`src/rtl/dist_fifo_pkg.sv`:
```
// Shared definitions for the distributed-RAM FIFO: default depth and the
// pointer width helper (address bits plus one wrap bit).
package dist_fifo_pkg;

  localparam int DEF_DEPTH = 16;

  function automatic int ptr_w(input int depth);
    return $clog2(depth) + 1;
  endfunction

endpackage

```
`src/rtl/dist_ram_sdp.sv`:
```
// Simple dual-port distributed RAM: synchronous write, asynchronous read.
// Contents are never reset.
module dist_ram_sdp #(
  parameter int WIDTH = 8,
  parameter int DEPTH = 16,
  parameter int AW    = $clog2(DEPTH)
) (
  input  logic             clk,
  input  logic             we,
  input  logic [AW-1:0]    waddr,
  input  logic [WIDTH-1:0] wdata,
  input  logic [AW-1:0]    raddr,
  output logic [WIDTH-1:0] rdata
);

  logic [WIDTH-1:0] mem_q [DEPTH];

  always_ff @(posedge clk) begin
    if (we) begin
      mem_q[waddr] <= wdata;
    end
  end

  assign rdata = mem_q[raddr];

endmodule

```
`src/rtl/dist_fifo.sv`:
```
// First-word-fall-through FIFO over a distributed RAM with valid/ready
// handshakes, occupancy count and synchronous clear.
// Define DIST_FIFO_ALMOST_EN to add almost_full/almost_empty outputs.
module dist_fifo
  import dist_fifo_pkg::*;
#(
  parameter int WIDTH = 8,
  parameter int DEPTH = DEF_DEPTH
`ifdef DIST_FIFO_ALMOST_EN
  ,
  parameter int AF_LEVEL = DEPTH - 2,
  parameter int AE_LEVEL = 2
`endif
) (
  input  logic                    clk,
  input  logic                    rstn,
  input  logic                    clr,
  input  logic                    in_valid,
  output logic                    in_ready,
  input  logic [WIDTH-1:0]        in_data,
  output logic                    out_valid,
  input  logic                    out_ready,
  output logic [WIDTH-1:0]        out_data,
  output logic [ptr_w(DEPTH)-1:0] count,
`ifdef DIST_FIFO_ALMOST_EN
  output logic                    almost_full,
  output logic                    almost_empty,
`endif
  output logic                    full,
  output logic                    empty
);

  localparam int AW = $clog2(DEPTH);
  localparam int PW = ptr_w(DEPTH);

  logic [PW-1:0] wr_ptr_q, wr_ptr_d;
  logic [PW-1:0] rd_ptr_q, rd_ptr_d;
  logic          push, pop;

  // Low bits equal with differing wrap bits means the writer is a full lap ahead.
  assign empty     = (wr_ptr_q == rd_ptr_q);
  assign full      = (wr_ptr_q[AW-1:0] == rd_ptr_q[AW-1:0]) &&
                     (wr_ptr_q[AW] != rd_ptr_q[AW]);
  assign count     = wr_ptr_q - rd_ptr_q;
  assign in_ready  = rstn && !full;
  assign out_valid = !empty;
  assign push      = in_valid && in_ready;
  assign pop       = out_valid && out_ready;

`ifdef DIST_FIFO_ALMOST_EN
  assign almost_full  = (int'(count) >= AF_LEVEL);
  assign almost_empty = (int'(count) <= AE_LEVEL);
`endif

  // Clear wins over push and pop; the read pointer snaps to the write pointer.
  always_comb begin
    wr_ptr_d = wr_ptr_q;
    rd_ptr_d = rd_ptr_q;
    if (clr) begin
      rd_ptr_d = wr_ptr_q;
    end else begin
      if (push) wr_ptr_d = wr_ptr_q + PW'(1);
      if (pop)  rd_ptr_d = rd_ptr_q + PW'(1);
    end
  end

  always_ff @(posedge clk) begin
    if (!rstn) begin
      wr_ptr_q <= '0;
      rd_ptr_q <= '0;
    end else begin
      wr_ptr_q <= wr_ptr_d;
      rd_ptr_q <= rd_ptr_d;
    end
  end

  dist_ram_sdp #(
    .WIDTH (WIDTH),
    .DEPTH (DEPTH),
    .AW    (AW)
  ) u_ram (
    .clk   (clk),
    .we    (push && !clr),
    .waddr (wr_ptr_q[AW-1:0]),
    .wdata (in_data),
    .raddr (rd_ptr_q[AW-1:0]),
    .rdata (out_data)
  );

endmodule

```
`config.mk`:
```
export PLATFORM = sky130hd
export DESIGN_NAME = dist_fifo
export DESIGN_NICKNAME = d
export VERILOG_FILES = /design/src/rtl/dist_fifo_pkg.sv /design/src/rtl/dist_ram_sdp.sv /design/src/rtl/dist_fifo.sv
export SDC_FILE = /design/constraint.sdc
export NUM_CORES = 1
export LEC_CHECK = 0
export CORE_ASPECT_RATIO = 1.75
export CORE_MARGIN = 2
export CORE_UTILIZATION = 60
export CTS_BUF_LIST = sky130_fd_sc_hd__clkbuf_4
export CTS_CLUSTER_DIAMETER = 40
export CTS_CLUSTER_SIZE = 20
export DETAILED_ROUTE_END_ITERATION = 12
export PLACE_DENSITY = 0.8
export SYNTH_ARGS = -nofsm -noshare
export SYNTH_HDL_FRONTEND = slang
export SYNTH_HIERARCHICAL = 1
export SYNTH_SLANG_ARGS = --single-unit
```
`constraint.sdc`:
```
create_clock -name clk -period 7.9 [get_ports clk]
set_clock_uncertainty 0.15 [all_clocks]
set_input_delay 1.58 -clock clk [delete_from_list [all_inputs] [get_ports clk]]
set_output_delay 1.58 -clock clk [all_outputs]
set_load 0.02 [all_outputs]
```
After elaboration in Yosys (flattened, before gate mapping)
Memories as Yosys holds them, arrays and structs flattened. A register that Yosys moved wholly into a read port is not among the register bits.
Index checks and enable logic that the tools add are counted.
{"block": "word_totals", "register_bits": 10, "mem_bits_rw": 128, "wordCells": 26, "n_memories": 1}
{"block": "op_classes", "n_addsub": 3, "n_eq_ne": 3, "n_mux": 6, "bitwise_logic": 1, "n_reduce_logical": 10}
{"memory": "u_ram.mem_q", "words": 16, "word_bits": 8, "read_ports": 1, "rd_clocked_by_memory_dff": 1, "write_ports": 1, "line_no": "dist_ram_sdp.sv:16", "source": "logic [WIDTH-1:0] mem_q [DEPTH];"}
{"cell": "adder 5 x 1 -> 5 bit (second input constant)", "n": 2}
{"cell": "two-way mux 5 bit", "n": 2}
{"cell": "two-way mux 4 bit", "n": 2}
{"cell": "equality test 5 bit", "n": 1}
{"cell": "logical AND 1 bit", "n": 5}
{"cell": "subtractor 5 bit", "n": 1}
{"cell": "equality test 4 bit", "n": 1}
{"cell": "zero test 1 bit", "n": 3}
{"cell": "two-way mux 1 bit", "n": 2}
{"cell": "AND reduction 2 bit", "n": 1}
{"cell": "nonzero test 2 bit", "n": 1}
{"cell": "!= test 1 bit", "n": 1}
{"cell": "NOT 1 bit", "n": 1}

Logic depth before layout (Yosys ltp)
{"block": "depth", "depth_word": 8, "ltp_mapped": 7}

Cells and area by module
Netlist, hierarchy kept.
{"module": "dist_ram_sdp", "instances": 1, "cells_per_inst": 221, "area_per_inst_um2": 4987.3, "seq_area_each_um2": 3843.7}
{"module": "dist_fifo", "instances": 1, "cells_per_inst": 84, "area_per_inst_um2": 699.4, "seq_area_each_um2": 200.2}

Worst setup path after synthesis
Ideal clock, no wire load.
{"block": "synth_path", "path_type": "input to output", "from": "input rstn", "to": "output in_ready", "arrival_time_ps": 2301, "slack_ps": 3869, "cell_stages": 3, "n_path_buf": 1, "path_cell_list": "dlygate4sd1_1 > inv_1 > nor2_1"}
{"block": "synth_via", "elab_chain_cells": 1}
{"item": "start: declaration", "line_no": "dist_fifo.sv:16", "source": "input logic rstn,"}
{"item": "logical AND 1 bit", "line_no": "dist_fifo.sv:45", "source": "assign in_ready = rstn && !full;"}
{"item": "end: declaration", "line_no": "dist_fifo.sv:19", "source": "output logic in_ready,"}
No other way between the ends.

Worst setup path in the final report
Ends and elaborated chain as after synthesis.

==> results.sh <==
export IMPL_status="completed"
export IMPL_yosysMostFrequentCell="edfxtp_1"
export IMPL_maxSlewHeadroom_pct=26.0
export IMPL_wl_met2_um=5620
export IMPL_critPathKind="in -> out"
export IMPL_clk_pin_slew_ns=0.09
export IMPL_ys_warn_count=6
export IMPL_critPathMaxFanout=12
export IMPL_period_share_pct=61.6
export IMPL_cts_hold_repair_buffers=0
export IMPL_grt_max_degree=36
export IMPL_synthCells=305
export IMPL_place_area_um2=6070
export IMPL_std_cell_rows=47
export IMPL_core_area_um2=9350
export IMPL_setup_ws_ns=3.04
export IMPL_tightest_slew_ns=1.10
export IMPL_synth_top_area_share_pct=67.6
export IMPL_crit_end="in_ready"
export IMPL_final_nets=366
export IMPL_hp_class="reg -> reg"
export IMPL_synth_common_cells="edfxtp_1, nor2_1, mux4_2"
export IMPL_ff2ff_setup_slack_ns=4.30
export IMPL_syn_nets=325
export IMPL_vdd_drop_max_v=0.000127
export IMPL_ys_seq_elements=138
export IMPL_cts_buffer_depth=2
export IMPL_cts_root_buf="clkbuf_4"
export IMPL_detail_route_wl_per_cell_um=21.7
export IMPL_highest_layer="met4"
export IMPL_crit_arrival_ns=3.13
export IMPL_maxCapViolations=0
export IMPL_vias_per_cell=6.21
export IMPL_drc=0
export IMPL_cts_buffers_inserted=17
export IMPL_met3_length_um=606
export IMPL_ys_seq_area_share_pct=71.1
export IMPL_final_cell_area_um2=6300
export IMPL_initial_utilization_pct=60.8
export IMPL_hpwl_um=7030
export IMPL_ioPinCount=30
export IMPL_critPathCaptureType="output pin"
export IMPL_num_fill_cells=612
export IMPL_cts_tree="built"
export IMPL_synth_cell_types=41
export IMPL_final_cell_count_no_fill=481
export IMPL_grt_use_total_pct=22.1
export IMPL_grt_overflow=0
export IMPL_cts_resized=0
export IMPL_synth_edff_count=128
export IMPL_drt_first_pass_iters=7
export IMPL_hold_violations=0
export IMPL_die_x_um=77.6
export IMPL_p_leak_nw=2.03
export IMPL_rsz0062_at_grt="no"
export IMPL_synth_area_per_cell_um2=18.6
export IMPL_dp_slack_ns=3.02
export IMPL_reg2reg_depth=7
export IMPL_startpoint="rstn"
export IMPL_postRouteAntennaNets=0
export IMPL_worstReg2RegEnd="u_ram/mem_q[0][2]$_DFFE_PP_"
export IMPL_fp_dieArea_um2=10300
export IMPL_place_inst=449
export IMPL_insertion_delay_ns=0.50
export IMPL_setup_viol=0
export IMPL_portBuffers=29
export IMPL_drt_iter0_markers=282
export IMPL_synthArstFlopShare_pct=0
export IMPL_antenna_found_initial=1
export IMPL_fin_setup_tns_ns=0
export IMPL_grt_pass1_vias=3001
export IMPL_grt_pass1_wl_um=16200
export IMPL_fmax_ghz=0.206
export IMPL_wl_met1_um=3690
export IMPL_layout_drive_gt1_share_pct=15.9
export IMPL_vias=2987
export IMPL_htree_levels=4
export IMPL_worstPathRequired_ns=6.17
export IMPL_utilization_pct=67.4
export IMPL_gp_congestion=0.771
export IMPL_synth_top_cell_by_area="edfxtp_1"
export IMPL_synth_area_leaders="edfxtp_1, mux4_2, mux4_1"
export IMPL_fin_crit_ns=4.86
export IMPL_synth_area_um2=5690
export IMPL_drv_slew=0
export IMPL_synth_ff_type="edfxtp_1"
export IMPL_cts_num_sinks=138
export IMPL_reg2reg_from="wr_ptr_q[0]$_SDFFE_PN0P_"
export IMPL_worstSetupStartpointType="input port"
export IMPL_syn_to_final_growth_pct=10.9
export IMPL_powerDensity_nw_per_um2=211
export IMPL_fp_dieH_um=133
export IMPL_wirelength_um=10400
export IMPL_cts_setup_buffers=0
[how the worst min path moves through the flow]
stage	startpoint	to	slack (ns)	cells after the start
2_1_floorplan	rd_ptr_q[3]$_SDFFE_PN0P_	rd_ptr_q[4]$_SDFFE_PN0P_	0.35	2
3_3_place_gp	rd_ptr_q[4]$_SDFFE_PN0P_	rd_ptr_q[4]$_SDFFE_PN0P_	0.43	2
3_5_place_dp	wr_ptr_q[4]$_SDFFE_PN0P_	wr_ptr_q[4]$_SDFFE_PN0P_	0.44	2
4_1_cts	wr_ptr_q[4]$_SDFFE_PN0P_	wr_ptr_q[4]$_SDFFE_PN0P_	0.46	2
5_1_grt	wr_ptr_q[4]$_SDFFE_PN0P_	wr_ptr_q[4]$_SDFFE_PN0P_	0.49	2
6_report	wr_ptr_q[4]$_SDFFE_PN0P_	wr_ptr_q[4]$_SDFFE_PN0P_	0.46	2
[power by group]
group	switching [mW]	internal [mW]	total, mW
Sequential	0.00554	0.801	0.807
Clock	0.216	0.159	0.375
Combinational	0.0790	0.0684	0.147
[final cells by class]
class | instances | area, µm² | share of cell area [%]
flip-flops and latches | 138 | 4050 | 64.2
inverters | 9 | 33.8 | 0.536
repair buffers | 33 | 320 | 5.08
clock inverters | 11 | 81.3 | 1.29
clock buffers | 20 | 150 | 2.38
multi-input cells | 147 | 1520 | 24.1
well taps | 122 | 153 | 2.42
diodes | 1 | 2.50 | 0.0397
[critical path, cell delays in order]
cell and delay (ns):
clkdlybuf4s50_1 0.67, inv_1 0.14, nor2_1 0.13, clkdlybuf4s50_1 0.61
[cells in the final DEF, fill, tap and decap left out, types with 3 or more instances in the layout]
master           instances
mux4_1                  14
xor2_1                   3
edfxtp_1               128
a21oi_1                  6
clkinv_1                 4
nand2_1                 13
o211ai_1                 3
ha_1                     6
buf_4                    4
clkbuf_4                20
dfxtp_1                  9
nor2_1                  19
clkdlybuf4s50_1         29
xnor2_1                  6
inv_1                    8
clkinv_2                 5
nand2b_1                 4
nand3_1                  5
mux4_2                  18
a22oi_1                 16
o21ai_0                  6
nor3_1                   4
[per-layer routing]
layer	GRT usage [%]	vias to the layer above
li1	-	1331
met1	25.2	1490
met2	37.5	133
met3	5.59	33
met4	12.6	0
met5	0	-
[cells by family after synthesis]
group / share of synthesized area, %
xor gates and xnor gates: 1.39
DFF: 71.1
and+or+nand+nor: 4.97
AOI/OAI and AO/OA: 4.82
buffers and inverters: 2.27
muxes: 13.8
adders and majority gates: 1.67
[through the flow]
step	power, mW	hold WS [ns]
global placement	0.968	0.426
CTS	1.34	0.460
detailed placement	0.972	0.444
global route	1.38	0.494
finish	1.33	0.461
floorplan	0.915	0.354
[flip-flops by register name (all words and copies together), names as in the netlist]
signal,count
rd_ptr_q,5
wr_ptr_q,5
u_ram/mem_q,128
No activity file was read; power rests on OpenSTA's default activity.
